--- src/rtl/mod_updown_counter_pkg.sv ---
// Shared types and elaboration-time helpers for the modulo-N up/down counter.
package mod_updown_counter_pkg;

  typedef enum logic {
    CNT_WRAP = 1'b0,
    CNT_SAT  = 1'b1
  } cnt_mode_e;

  // Out-of-range load values pin to the top of the count range.
  function automatic int clamp_load(int val, int modulus);
    return (val < modulus) ? val : modulus - 1;
  endfunction

  function automatic bit cnt_params_ok(int width, int modulus, int prescale);
    return (width >= 1) && (modulus >= 2) &&
           (longint'(modulus) <= (longint'(1) << width)) && (prescale >= 1);
  endfunction

endpackage

--- src/rtl/mod_updown_counter_if.sv ---
// Control inputs and count/tc/tick outputs of the up/down counter.
interface mod_updown_counter_if #(
  parameter int WIDTH = 4
);
  logic             en;
  logic             up;
  logic             clr;
  logic             load;
  logic [WIDTH-1:0] load_val;
  logic [WIDTH-1:0] count;
  logic             tc;
  logic             tick;

  modport master (
    output en, up, clr, load, load_val,
    input  count, tc, tick
  );

  modport slave (
    input  en, up, clr, load, load_val,
    output count, tc, tick
  );
endinterface

--- src/rtl/mod_updown_counter_tick_gen.sv ---
// Free-running prescaler: registered 1-cycle tick every PRESCALE clk, first one PRESCALE
// cycles after reset/sclr. Latency 1 cycle; no backpressure.
module mod_updown_counter_tick_gen #(
  parameter int PRESCALE = 32
) (
  input  logic clk,
  input  logic rst,
  input  logic sclr,
  output logic tick
);

  localparam int PW = (PRESCALE > 1) ? $clog2(PRESCALE) : 1;
  localparam logic [PW-1:0] LAST = PW'(PRESCALE - 1);

  logic [PW-1:0] pcnt;

  always_ff @(posedge clk or negedge rst) begin
    if (!rst) begin
      pcnt <= '0;
      tick <= 1'b0;
    end else if (sclr) begin
      pcnt <= '0;
      tick <= 1'b0;
    end else begin
      tick <= (pcnt == LAST);
      pcnt <= (pcnt == LAST) ? '0 : pcnt + PW'(1);
    end
  end

endmodule

--- src/rtl/mod_updown_counter.sv ---
// Modulo-N up/down counter, clr > load > step > hold, WRAP or SAT at the limits.
// Latency 1 cycle from qualifying tick to count/tc; no backpressure, outputs valid every cycle.
module mod_updown_counter
  import mod_updown_counter_pkg::*;
#(
  parameter int        WIDTH    = 4,
  parameter int        MODULUS  = 16,
  parameter int        PRESCALE = 32,
  parameter cnt_mode_e MODE     = CNT_WRAP
) (
  input logic                 clk,
  input logic                 rst,
  mod_updown_counter_if.slave bus
);

  localparam bit PARAMS_OK = cnt_params_ok(WIDTH, MODULUS, PRESCALE);

  if (!PARAMS_OK) begin : g_bad_params
    $error("mod_updown_counter: illegal WIDTH/MODULUS/PRESCALE combination");
  end

  localparam int            CW   = WIDTH + 1;
  localparam logic [CW-1:0] MAXV = CW'(MODULUS - 1);

  logic             tick;
  logic             step;
  logic [WIDTH-1:0] count_q, count_d;
  logic             tc_q, tc_d;
  logic             hit_q, hit_d;
  logic [CW-1:0]    cnt_ext;

  mod_updown_counter_tick_gen #(
    .PRESCALE (PRESCALE)
  ) u_tick_gen (
    .clk  (clk),
    .rst  (rst),
    .sclr (bus.clr),
    .tick (tick)
  );

  assign step    = bus.en & tick;
  assign cnt_ext = {1'b0, count_q};

  // hit_q remembers that the saturating limit was already reported, so tc fires once.
  always_comb begin
    count_d = count_q;
    tc_d    = 1'b0;
    hit_d   = hit_q;
    if (bus.clr) begin
      count_d = '0;
      hit_d   = 1'b0;
    end else if (bus.load) begin
      count_d = WIDTH'(clamp_load(32'(bus.load_val), MODULUS));
      hit_d   = 1'b0;
    end else if (step) begin
      if (bus.up) begin
        if (cnt_ext == MAXV) begin
          if (MODE == CNT_WRAP) begin
            count_d = '0;
            tc_d    = 1'b1;
          end else begin
            tc_d  = ~hit_q;
            hit_d = 1'b1;
          end
        end else begin
          count_d = WIDTH'(cnt_ext + CW'(1));
          hit_d   = 1'b0;
        end
      end else begin
        if (cnt_ext == '0) begin
          if (MODE == CNT_WRAP) begin
            count_d = WIDTH'(MAXV);
            tc_d    = 1'b1;
          end else begin
            tc_d  = ~hit_q;
            hit_d = 1'b1;
          end
        end else begin
          count_d = WIDTH'(cnt_ext - CW'(1));
          hit_d   = 1'b0;
        end
      end
    end
  end

  always_ff @(posedge clk or negedge rst) begin
    if (!rst) begin
      count_q <= '0;
      tc_q    <= 1'b0;
      hit_q   <= 1'b0;
    end else begin
      count_q <= count_d;
      tc_q    <= tc_d;
      hit_q   <= hit_d;
    end
  end

  assign bus.count = count_q;
  assign bus.tc    = tc_q;
  assign bus.tick  = tick;

endmodule

--- src/flat_wrapper.sv ---
// flat-port wrapper written by rule: the top's interface ports become plain ports
module mod_updown_counter_flat import mod_updown_counter_pkg::*;
#(
  parameter int        WIDTH    = 4,
  parameter int        MODULUS  = 16,
  parameter int        PRESCALE = 32,
  parameter cnt_mode_e MODE     = CNT_WRAP
)
  (clk, rst, bus_en, bus_up, bus_clr, bus_load, bus_load_val, bus_count, bus_tc, bus_tick);
  mod_updown_counter_if #(.WIDTH(WIDTH)) bus_i ();
  input logic clk;
  input logic rst;
  input wire logic [$bits(bus_i.en)-1:0] bus_en;
  input wire logic [$bits(bus_i.up)-1:0] bus_up;
  input wire logic [$bits(bus_i.clr)-1:0] bus_clr;
  input wire logic [$bits(bus_i.load)-1:0] bus_load;
  input wire logic [$bits(bus_i.load_val)-1:0] bus_load_val;
  output wire logic [$bits(bus_i.count)-1:0] bus_count;
  output wire logic [$bits(bus_i.tc)-1:0] bus_tc;
  output wire logic [$bits(bus_i.tick)-1:0] bus_tick;
  assign bus_i.en = bus_en;
  assign bus_i.up = bus_up;
  assign bus_i.clr = bus_clr;
  assign bus_i.load = bus_load;
  assign bus_i.load_val = bus_load_val;
  assign bus_count = bus_i.count;
  assign bus_tc = bus_i.tc;
  assign bus_tick = bus_i.tick;
  mod_updown_counter #(.WIDTH(WIDTH), .MODULUS(MODULUS), .PRESCALE(PRESCALE), .MODE(MODE)) u_core (.clk(clk), .rst(rst), .bus(bus_i));
endmodule
--- config.mk ---
export PLATFORM = sky130hd
export DESIGN_NAME = mod_updown_counter_flat
export DESIGN_NICKNAME = d
export VERILOG_FILES = /design/src/rtl/mod_updown_counter_pkg.sv /design/src/rtl/mod_updown_counter_if.sv /design/src/rtl/mod_updown_counter_tick_gen.sv /design/src/rtl/mod_updown_counter.sv /design/src/flat_wrapper.sv
export SDC_FILE = /design/constraint.sdc
export NUM_CORES = 1
export LEC_CHECK = 0
export ABC_AREA = 1
export BUFFER_PORTS_ARGS = -buffer_cell sky130_fd_sc_hd__buf_2
export CORE_MARGIN = 4
export CORE_UTILIZATION = 45
export DETAILED_ROUTE_END_ITERATION = 10
export GPL_ROUTABILITY_DRIVEN = 0
export PLACE_DENSITY = 0.69
export REMOVE_ABC_BUFFERS = 1
export SYNTH_ARGS = -nofsm -noshare
export SYNTH_HDL_FRONTEND = slang
export SYNTH_HIERARCHICAL = 1
export SYNTH_SLANG_ARGS = --single-unit
--- constraint.sdc ---
create_clock -name clk -period 1.4 [get_ports clk]
set_clock_uncertainty 0.05 [all_clocks]
set_input_delay 0.28 -clock clk [delete_from_list [all_inputs] [get_ports clk]]
set_output_delay 0.28 -clock clk [all_outputs]
set_load 0.03 [all_outputs]
# Yosys cells after proc, flatten, opt, wreduce, memory -nomap -nowiden
# Cells that the tools add are included.
# W data, S select, Z words.
totals:
  output_inout_bits: 6
  inputBits: 10
  reg_bits: 11
  elab_cells: 27
classes:
  n_addsub: 3
  muxes: 15
  n_eq_ne: 2
  bitwise: 1
  n_reduce_logical: 2
op_table:
  columns: ["cell", "count"]
  rows:
  - ["$mux W4", 6]
  - ["$mux W5", 2]
  - ["$mux W1", 7]
  - ["$add A5 B1 Y5 const B", 1]
  - ["$eq A5 B5 Y1 const B", 1]
  - ["$logic_not A5 Y1", 1]
  - ["$add A4 B1 Y4 const B", 1]
  - ["$eq A4 B4 Y1 const B", 1]
  - ["$sub A4 B1 Y4 const B", 1]
  - ["$reduce_bool A3 Y1", 1]
  - ["$and A1 B1 Y1", 1]

# Longest topological paths before layout
logic_depth:
  word_depth: 6
  ltp_mapped: 9
  depth_no_buf: 9

# Cells and area by module
# The synthesis kept the hierarchy.
by_module_without_submodules:
  columns: ["mod", "n_inst", "area_per_inst_um2", "seq_area_each_um2", "cells_each"]
  rows:
  - ["mod_updown_counter", 1, 399.1, 125.1, 60]
  - ["mod_updown_counter_tick_gen", 1, 257.7, 150.1, 26]

# Least setup slack after synthesis
# No wires, ideal clock.
synth_path:
  path_kind: "register to register"
  startpoint: "reg u_core.count_q[0], in the netlist u_core/bus.count[0]"
  endpoint: "reg u_core.count_q[1], in the netlist u_core/bus.count[1]"
  t_arrival_ps: 1374
  path_slack_ps: -154
  stages_incl_launch_ff: 7
  setup_time_ps: 130
  n_path_buf: 0
  required_time_ps: 1220
  synth_period_minus_slack_ps: 1554
  cell_sequence: "dfrtp_1 -> inv_1 -> ha_1 -> a21oi_1 -> o21ai_0 -> o211ai_1 -> o21ai_0"
synth_via:
  elab_chain_len: 6
  elab_cells_between_ends: 10
  cone_classes: "2 x add/sub; 1 x eq/ne; 6 x mux; 1 x reduce/logical"
synth_rtl:
  columns: ["element", "line_no", "text"]
  rows:
  - ["from (decl)", "mod_updown_counter.sv:27", "logic [WIDTH-1:0] count_q, count_d;"]
  - ["from (signal assigned)", "mod_updown_counter.sv:92", "count_q <= count_d;"]
  - ["$sub A4 B1 Y4, or another cell as far along", "mod_updown_counter.sv:79", "count_d = WIDTH'(cnt_ext - CW'(1));"]
  - ["$mux W4, on equally long branches", "mod_updown_counter.sv:70, mod_updown_counter.sv:57", null]
  - ["$mux W4 *", "mod_updown_counter.sv:56", "if (bus.up) begin"]
  - ["$mux W4 *", "mod_updown_counter.sv:55", "end else if (step) begin"]
  - ["$mux W4 *", "mod_updown_counter.sv:52", "end else if (bus.load) begin"]
  - ["$mux W4 *", "mod_updown_counter.sv:49", "if (bus.clr) begin"]
# Mark *: on every way between the ends. The rest lies on a longest branch, timed or not. The select of a mux whose other input is x is not followed.
# A chain may end at the register's enable or synchronous reset.

# Worst setup path after layout
layout_path:
  startpoint: "reg u_core.u_tick_gen.pcnt[1]"
  endpoint: "reg u_core.u_tick_gen.pcnt[2]"
layout_via:
  elab_chain_len: 3
  elab_cells_between_ends: 4
  cone_classes: "1 x add/sub; 1 x eq/ne; 2 x mux"
layout_rtl:
  columns: ["element", "line_no", "text"]
  rows:
  - ["from (decl)", "mod_updown_counter_tick_gen.sv:15", "logic [PW-1:0] pcnt;"]
  - ["from (signal assigned)", "mod_updown_counter_tick_gen.sv:26", "pcnt <= (pcnt == LAST) ? '0 : pcnt + PW'(1);"]
  - ["$add A5 B1 Y5 / $eq A5 B5 Y1 (equally long branches)", "mod_updown_counter_tick_gen.sv:26", null]
  - ["$mux W5 *", "mod_updown_counter_tick_gen.sv:26", null]
  - ["$mux W5 *", "mod_updown_counter_tick_gen.sv:21", "end else if (sclr) begin"]
# Mark *: on every way between the ends. The rest lies on a longest branch, timed or not.

==> run metrics <==
maximum VDD drop around 0.00070 V; slew margin rel. 83.72%; total grt overflow 0; Synth area leaders dfrtp_1 42%, nand2_1 13%, ha_1 7.6%; design area 875.8 um2; Final Hold Viols 0; ys flop type dfrtp_1; sequential area share after synthesis 41.90%; sw frac roughly 33%; 1st-iter DRT viols 16; Initial Util approximately half; Post-synth EDFFs 0; IO Count 16; Clk pwr share 26.4%; ANT nets after route 0; Power Internal roughly 0.00054 W; critical path data required time 1.55 ns; Synth area leader dfrtp_1; num rows 13; Tmin final ~1.4 ns; Hold WC Path Type in -> reg; Finish-stage setup viols 1; most common cell in the netlist nand2_1; final WL between 1500 and 2000 um; routed length per instance ~13 um; DP Area around 790 um2; layout cells sized above 1 a little under two fifths; PortBufs 15; Synth Register Bits 11; clk slew on worst S/H paths ~0.070 ns; chip height between 40 and 50 um; RSZ-0062 raised after global routing true; CTS tree yes; die area approximately 0.0021 mm2; R2R depth 6; top-area cell type share of the netlist area a little over two fifths; switching power approximately 0.00026 W; CP max FO 3; Synth Instances between 80 and 90; DP Worst Slack -0.03753 ns; initial antenna violation count 0; CTS buffer count 3; Combinational Power Share approximately 29%; Max Cap Viol 0; Pins Over Slew Limit 0; global-route wire length before repair roughly 2600 um; total number of H-tree levels 1; crit path launch type flip-flop; WP data arrival between 1.5 and 2 ns; clk_lat worst skew ~0.27 ns; failing checks negative setup slack; CTS max path bufs 2; HP Start bus_clr; setup ws final -0.01096 ns; synth warn 6; vias in the first global route between 600 and 700; Hold Path End u_core/u_tick_gen/pcnt[1]$_DFF_PN0_; core area 0.001334 mm2; Net count, final roughly 130; Mapped Avg Cell Area roughly 7.6 um2; Worst Setup End Kind flip-flop; DR pass1 iterations 5; Crit Path Class reg -> reg; Final Util 65.67%; largest net degree at the start of global routing 12; HPWL after detailed placement approximately 1200 um; asr flop ratio synth 100.0%; Cell Area, Synth 656.9 um2; Die Wd 46.21 um; Post-Route Setup TNS -0.01096 ns; clock sinks 11; clk root buf clkbuf_4; Flop pwr share roughly 45%; via count 660; total track usage around 17%; DRC 0; Max Clock Freq between 0.7 and 0.8 GHz; most frequent cells after synthesis 23 x nand2_1, 11 x dfrtp_1, 11 x inv_1, 9 x nor2_1, 7 x nand3_1; Distinct cells, synth 21; WHS Path Cells 2; reg2reg setup slack -0.01 ns; Critical R2R Launch u_core/u_tick_gen/pcnt[1]$_DFF_PN0_; vias per cell a little over 5; Pleak about 0.46 nW; outcome complete, but fails checks; Power Density a little over 900 mW/mm2; R2R Path End u_core/u_tick_gen/pcnt[2]$_DFF_PN0_; Antenna Cells 0; final worst-path cycle share 100.8%; worst-margin pin slew around 0.24 ns; area delta synth->final 33.33%
-- critical path: stages (launching register included) --
cell and delay, ns:
dfrtp_1 0.40, ha_2 0.19, nand2_2 0.08, nor2_2 0.04
ha_2 0.18, or2_4 0.25, nor3b_2 0.15
-- flip-flops by register name, indices dropped and copies added (netlist names) --
| name | flops |
|---|---|
| u_core/u_tick_gen/tick | 1 |
| u_core/bus.tc | 1 |
| u_core/bus.count | 4 |
| u_core/u_tick_gen/pcnt | 5 |
-- worst max-delay path by stage --
stage | startpoint | to | slack (ns) | cells past startpoint
finish | u_core/u_tick_gen/pcnt[1]$_DFF_PN0_ | u_core/u_tick_gen/pcnt[2]$_DFF_PN0_ | -0.01 | 6
global route | u_core/u_tick_gen/pcnt[1]$_DFF_PN0_ | u_core/u_tick_gen/pcnt[2]$_DFF_PN0_ | -0.07 | 6
CTS | u_core/u_tick_gen/pcnt[0]$_DFF_PN0_ | u_core/u_tick_gen/pcnt[2]$_DFF_PN0_ | 0.02 | 6
detailed placement | u_core/u_tick_gen/pcnt[0]$_DFF_PN0_ | u_core/u_tick_gen/pcnt[2]$_DFF_PN0_ | -0.04 | 6
global placement | u_core/u_tick_gen/pcnt[0]$_DFF_PN0_ | u_core/u_tick_gen/pcnt[2]$_DFF_PN0_ | 0.03 | 6
floorplan | u_core/bus.count[0]$_DFFE_PN0P_ | u_core/bus.count[1]$_DFFE_PN0P_ | -0.15 | 6
-- layout by cell type (no fill, tap or decap), drive strengths merged --
cell,Yosys,final
inv,12,12
clkbuf,0,3
or2,2,2
clkinv,0,1
o21ai,5,5
nor3,1,1
dlygate4sd3,0,1
nor2,10,10
dfrtp,11,11
buf,0,22
a21oi,2,2
and2,1,1
nand2,23,23
o21a,1,1
o22ai,1,1
ha,4,4
nand4,2,2
nand3,8,8
o211ai,2,2
nor3b,1,1
-- per-stage QoR --
step / std cells / hold slack, ns / power [W]
final: 128 / 0.2002 / 0.0008046
after global routing: 128 / 0.1994 / 0.0008579
after CTS: 126 / 0.1946 / 0.0007968
after detailed placement: 121 / 0.1098 / 0.0005743
after global placement: 121 / 0.1061 / 0.0005689
after floorplan: 86 / -0.06559 / 0.0004902
-- timing repair --
action                     4_1_cts  5_1_grt
resized for setup                3        9
hold buffers                     1        0
setup buffers                    0        2
hold endpoints to repair        11        0
setup endpoints to repair        2        5
-- kinds of logic (layout without fill, tap and decap cells) --
| logic type | Yosys count | after routing | share of synthesized area [%] |
|---|---|---|---|
| buf+inv | 12 | 39 | 6.857 |
| fa+ha+maj | 4 | 4 | 7.619 |
| simple gates | 48 | 48 | 33.90 |
| flops | 11 | 11 | 41.90 |
| compound gates | 11 | 11 | 9.714 |
-- metal layers --
metal | track usage, % | vias up | part of all wire [%]
met3 | 4.688 | 0 | 4.8
met1 | 21.01 | 310 | 42
li1 | - | 333 | -
met2 | 29.40 | 17 | 53
met4 | 3.409 | 0 | 0
met5 | 0 | - | 0
-- power groups by stage --
stage / clock network [W] / registers [W] / logic [W]
after floorplan: 0 / 0.000390 / 0.000100
after detailed placement: 0 / 0.000365 / 0.000209
final: 0.000213 / 0.000361 / 0.000231
after global placement: 0 / 0.000363 / 0.000206
after CTS: 0.000223 / 0.000359 / 0.000215
after global routing: 0.000235 / 0.000364 / 0.000259
-- layout make-up --
| class | count | area [um2] |
|---|---|---|
| clock buffer | 3 | 22.52 |
| clock inverter | 1 | 5.005 |
| fill | 126 | 457.9 |
| inverter | 12 | 45.04 |
| multi-input combinational | 63 | 371.6 |
| sequential | 11 | 275.3 |
| tap | 15 | 18.77 |
| timing repair buffer | 23 | 137.6 |
No activity file was read; power rests on OpenSTA's default activity.
